--- src/rtl/led.sv ---
// RGB status-LED sequencer.
// A prescaler produces a tick every CLK_DIV clocks. Each tick advances a 3-bit
// colour step through off, B, G, GB, R, RB, RG, RGB. The colour is mapped to
// registered pins with selectable drive polarity (ACTIVE_LOW).
// Optional build macro LED_PWM_EN adds a free-running PWM counter that gates
// each lit colour to DUTY out of every 2**PWM_BITS clocks.
module led #(
    parameter int CLK_DIV    = 4,
    parameter int ACTIVE_LOW = 0,
    parameter int PWM_BITS   = 4,
    parameter int DUTY       = 8
) (
    input  logic i_clk,
    input  logic i_rst,
    output logic o_led_r,
    output logic o_led_g,
    output logic o_led_b
);

    localparam int              PRE_W    = (CLK_DIV > 1) ? $clog2(CLK_DIV) : 1;
    localparam logic [PRE_W-1:0] PRE_LAST = PRE_W'(CLK_DIV - 1);
    localparam logic            POL      = (ACTIVE_LOW != 0);

    // Reject parameter values the datapath cannot represent.
    if (CLK_DIV < 1 || PWM_BITS < 1 || DUTY < 0) begin : g_param_check
        $error("led: illegal parameter value");
    end

    // Colour steps; the encoding is the {r,g,b} lit pattern.
    typedef enum logic [2:0] {
        STEP_OFF = 3'd0,
        STEP_B   = 3'd1,
        STEP_G   = 3'd2,
        STEP_GB  = 3'd3,
        STEP_R   = 3'd4,
        STEP_RB  = 3'd5,
        STEP_RG  = 3'd6,
        STEP_RGB = 3'd7
    } step_t;

    logic [PRE_W-1:0] pre_q;
    logic [PRE_W-1:0] pre_d;
    logic             tick;
    step_t            step_q;
    step_t            step_d;
    logic [2:0]       step_bits;
    logic             pwm_on;
    logic [2:0]       pins_d;

    // Prescaler next value and tick decode.
    always_comb begin
        tick  = (pre_q == PRE_LAST);
        pre_d = tick ? '0 : pre_q + PRE_W'(1);
    end

    // Prescaler register.
    always_ff @(posedge i_clk or negedge i_rst) begin
        if (!i_rst) begin
            pre_q <= '0;
        end else begin
            pre_q <= pre_d;
        end
    end

    // Step sequencing: advance one colour per tick, wrapping RGB back to off.
    always_comb begin
        step_d = step_q;
        if (tick) begin
            unique case (step_q)
                STEP_OFF: step_d = STEP_B;
                STEP_B:   step_d = STEP_G;
                STEP_G:   step_d = STEP_GB;
                STEP_GB:  step_d = STEP_R;
                STEP_R:   step_d = STEP_RB;
                STEP_RB:  step_d = STEP_RG;
                STEP_RG:  step_d = STEP_RGB;
                STEP_RGB: step_d = STEP_OFF;
                default:  step_d = STEP_OFF;
            endcase
        end
    end

    // Step state register.
    always_ff @(posedge i_clk or negedge i_rst) begin
        if (!i_rst) begin
            step_q <= STEP_OFF;
        end else begin
            step_q <= step_d;
        end
    end

`ifdef LED_PWM_EN
    localparam logic [31:0] DUTY_U = 32'(DUTY);

    logic [PWM_BITS-1:0] pwm_q;

    // Free-running PWM counter; independent of prescaler and step timing.
    always_ff @(posedge i_clk or negedge i_rst) begin
        if (!i_rst) begin
            pwm_q <= '0;
        end else begin
            pwm_q <= pwm_q + PWM_BITS'(1);
        end
    end

    // Lit window: first DUTY counts of each PWM period (all counts if DUTY covers the period).
    always_comb begin
        pwm_on = (32'(pwm_q) < DUTY_U);
    end
`else
    // Without PWM every set colour bit is steadily lit.
    always_comb begin
        pwm_on = 1'b1;
    end
`endif

    // Colour map {r,g,b} = step bits, gated by PWM, then drive polarity applied.
    always_comb begin
        step_bits = step_q;
        pins_d    = (step_bits & {3{pwm_on}}) ^ {3{POL}};
    end

    // Pin registers; reset drives the unlit level.
    always_ff @(posedge i_clk or negedge i_rst) begin
        if (!i_rst) begin
            o_led_r <= POL;
            o_led_g <= POL;
            o_led_b <= POL;
        end else begin
            o_led_r <= pins_d[2];
            o_led_g <= pins_d[1];
            o_led_b <= pins_d[0];
        end
    end

endmodule

--- config.mk ---
export PLATFORM = sky130hd
export DESIGN_NAME = led
export DESIGN_NICKNAME = d
export VERILOG_FILES = /design/src/rtl/led.sv
export SDC_FILE = /design/constraint.sdc
export NUM_CORES = 1
export LEC_CHECK = 0
export ABC_AREA = 1
export CORE_AREA = 2 2 39 41
export CTS_CLUSTER_SIZE = 25
export DETAILED_ROUTE_END_ITERATION = 10
export DIE_AREA = 0 0 41 43
export GPL_TIMING_DRIVEN = 0
export HOLD_SLACK_MARGIN = 0.03
export PLACE_DENSITY = 0.41
export REMOVE_ABC_BUFFERS = 1
export SETUP_SLACK_MARGIN = 0.05
export SLEW_MARGIN = 10
export SYNTH_ARGS = -nofsm -noshare
export SYNTH_HDL_FRONTEND = slang
export SYNTH_SLANG_ARGS = --single-unit
--- constraint.sdc ---
create_clock -name i_clk -period 0.9 [get_ports i_clk]
set_input_delay 0.18 -clock i_clk [delete_from_list [all_inputs] [get_ports i_clk]]
set_output_delay 0.18 -clock i_clk [all_outputs]
set_load 0.02 [all_outputs]
==> results, run 1 <==
- The flow ran to the end, but the final reports show violations.
- The checks that failed: setup timing.
- The combinational group share of total power is 0.016.
- The cell count after synthesis came out at 30.
- Dividing the final minimum period by the clock period gives 1.09.
- The clock buffer count from CTS is 3.
- The cell taking the most area after synthesis is dfrtp_1.
- On the critical path the largest part of the delay comes from flip-flops.
- Once detail routing completed, the nets flagged for antenna violations numbered 0.
- The half-perimeter wire length after placement is roughly 360 um.
- The count of synthesis-stage warnings from yosys is 0.
- For met2 alone, demand over resource in global routing was 0.103.
- The highest clock frequency the design can meet is 1020 MHz.
- The floorplan step defined a die boundary enclosing about 1800 um2.
- The final design instance area without fill is 492 um2.
- In this run the worst path has a maximum fanout of 4.
- At the end of routability-driven placement, the weighted congestion stood at 0.670.
- The category of the worst setup path launch point is a flip-flop.
- The global-route met3 utilization is 0.
- Port buffering added 4 buffers.
- Entering global routing, the biggest net connects 9 pins.
- The post-route core utilization is 0.355.
- On the final layout, the worst clock skew is 2.01 ps.
- Synthesis inferred 8 register bits.
- The count of final setup violators is 6.
- In the post-synthesis netlist, the biggest area contributors are dfrtp_1, ha_1, nand2_1.
- The total area inside the core boundary comes to 1380 um2.
- The cell area that synthesis handed to floorplanning was 334 um2.
- The routed layout has 238 vias.
- The clock slew seen by the registers of the worst setup and hold paths is 50 ps.
- Traced cell by cell, the critical path runs through inv_2, ha_2, nand2_2, o21ai_2.
- OpenSTA, run right after detailed placement, puts the worst setup slack at -233 ps.
- The share of synthesized area in the top cell type comes to 0.599.
- Dividing the detail-routed via count by the number of cells gives 4.03.
- The smallest hold slack is slightly above 200 ps.
- Of the total power, the clock network draws 0.403.
- The tightest min-delay check is of the input pin to asynchronous set/reset pin type.
- The die is 43 um tall.
- The first-pass iteration count of the detailed router is 1.
- In this run, the number of DRC markers left after iteration 0 of detailed routing was 0.
- Power spread over the standard cell area amounts to 1260 nW/um2.
- In this run the static leakage power is 0.239 nW.
- The share of the Yosys chip area taken by registers is 0.599.
- The total number of placement rows is 14.
- Global routing finished with a remaining overflow of 0.
- Counting I/O delays and the setup requirement, the final critical path takes 978 ps.
- Pin placement for this block handled 5 I/O pins.
- The cell at the slowest stage of the critical path is dfrtp_1.
- The layer flagged by global routing as most heavily used is met4.
- The detail-routed net length per standard cell is between 8 and 9 um.
- The clock passes through at most 2 buffers.
- The met1 track demand over resource in global routing is 0.0924.
- Of the cells placed in the final design, the portion with a size suffix greater than 1 is 0.581.
- The clock network latency to the later pin of the worst-skew pair is 240 ps.
- The worst stage delay on the critical path is 410 ps.
- The first global-routing pass estimated 841 um of wire.
- The number of sinks on the clock net is 8.
- The number of antenna violations at the first check in global routing came to 0.
- The number of global-route vias before repair is 219.
- The layout net count is 52.
- The number of pins with negative max-slew slack in the final report is 0.
- Summing all placed instances gives a cell area of 394 um2.
- The distinct cell type count of the synthesized netlist is 9.
- The CTS tree is yes.
- After detailed routing, the number of remaining DRC violations is 0.
- The largest voltage drop on the vdd net is roughly 0.36 mV.
- The critical path is of the flip-flop to flip-flop type.
- The switching part of the total power is 0.170.
- Cell internal power was estimated by the tool at around 0.52 mW.
- Max-cap violations in this run came to 0.
- The final worst slack is -77.7 ps.
- Relative to the synthesized area, the layout overhead comes to 47.2%.
- Data on the critical path arrives at its endpoint at 1110 ps.
- The synthesized area per cell is 11.1 um2.
- The width of the die is 41 um.
- For this run, the total global-route usage over all layers was measured as 0.0800.
- Setup repair after global routing could not meet its margin everywhere.
- Of the total power, registers draw 0.581.
- For the pin with the worst max-slew slack, the measured transition is 335 ps.
- The layout has 137 filler cells.
- The antenna cell count is 0.
- Summed over all layers, the routed wires come to 529 um.
- Measured against its own limit, the worst slew margin works out to 0.776.
- Together, buffers and inverters on the worst path number 1.
- The number of hold violations in the final report is 0.
- For this configuration, the core starts out at a cell density of 0.241.
- The switching power of the nets is around 0.11 mW.
- The required time of the worst setup path is slightly above 1000 ps.
- The H-tree depth reported by CTS is 1.
- The root buffer cell is clkbuf_4.
- The type of element capturing the critical path is a flip-flop.
## sequential cells by signal, summed over array words and instances (netlist names)
| signal | cells |
|---|---|
| o_led_b | 1 |
| o_led_g | 1 |
| o_led_r | 1 |
| pins_d | 3 |
| pre_q | 2 |
## through the flow
| step | instances | TNS [ps] | power, mW |
|---|---|---|---|
| 2_1_floorplan | 30 | -212 | 0.366 |
| 3_3_place_gp | 50 | -897 | 0.376 |
| 3_5_place_dp | 50 | -985 | 0.377 |
| 4_1_cts | 58 | -298 | 0.639 |
| 5_1_grt | 59 | -575 | 0.659 |
| 6_report | 59 | -249 | 0.621 |
## metal layers
layer | part of all wire | wire length [um] | up-vias
met5 | 0 | 0 | -
met4 | 0 | 0 | 0
met3 | 0.034 | 18 | 0
met2 | 0.58 | 306 | 4
met1 | 0.39 | 204 | 114
li1 | - | - | 120
## cells in the final DEF (no fill, tap or decap), types with 3 or more instances in the layout
master,n
clkbuf_4,3
buf_6,4
ha_2,5
inv_2,3
dfrtp_1,7
nand2_1,7
buf_4,5
## kinds of logic after synthesis
group,synth area share
buf+inv,0.0449
fa+ha+maj,0.187
flops,0.599
simple gates,0.127
compound gates,0.0412
## cell usage after synthesis
library cell,number
nand3_1,1
inv_1,3
o21ai_0,1
nor2_1,2
a21oi_2,1
dfrtp_1,8
inv_2,1
ha_1,5
nand2_1,8
## what timing repair did
| item | 4_1_cts | 5_1_grt |
|---|---|---|
| setup buffers | 5 | 1 |
| gates resized for setup | 26 | 5 |
| setup endpoints to repair | 7 | 6 |
| hold buffers | 0 | 0 |
| hold endpoints to repair | 0 | 0 |
| pin swaps | 4 | 0 |
| cloned | 0 | 0 |
## path summary, 6_finish.rpt
path                           start        end  slack [ps]  depth (start not counted)
max                        pins_d[1]  pins_d[1]         -80                          4
min                            i_rst   pre_q[1]         200                          1
max reg2reg                pins_d[1]  pins_d[1]         -80                          4
min reg2reg                 pre_q[0]   pre_q[0]         430                          1
max in group asynchronous      i_rst  pins_d[0]         430                          1
min in group i_clk          pre_q[0]   pre_q[0]         430                          1
## final cells by class
| type | instances | area (um2) | share of cell area |
|---|---|---|---|
| clock buffers | 3 | 22.5 | 0.0458 |
| inverters | 4 | 15.0 | 0.0305 |
| multi-input cells | 18 | 140 | 0.285 |
| flip-flops and latches | 8 | 201 | 0.410 |
| well taps | 16 | 20.0 | 0.0407 |
| repair buffers | 10 | 92.6 | 0.188 |
## power by group through the flow
stage	Sequential (mW)	Combinational (mW)	Clock (mW)
6_report	0.361	0.0100	0.251
5_1_grt	0.360	0.0118	0.287
4_1_cts	0.360	0.0107	0.268
3_5_place_dp	0.366	0.0106	0
3_3_place_gp	0.366	0.0102	0
2_1_floorplan	0.366	0.0000000828	0
No activity file was read; power rests on OpenSTA's default activity.
==> run 2: changes to the inputs <==
--- a/config.mk
+++ b/config.mk
@@ -15,7 +15,7 @@
 export PLACE_DENSITY = 0.41
 export REMOVE_ABC_BUFFERS = 1
 export SETUP_SLACK_MARGIN = 0.05
-export SLEW_MARGIN = 10
+export SLEW_MARGIN = 0
 export SYNTH_ARGS = -nofsm -noshare
 export SYNTH_HDL_FRONTEND = slang
 export SYNTH_SLANG_ARGS = --single-unit
==> results of run 2 <==
Same layout as run 1: the final DEF is identical, and so are final timing and power.
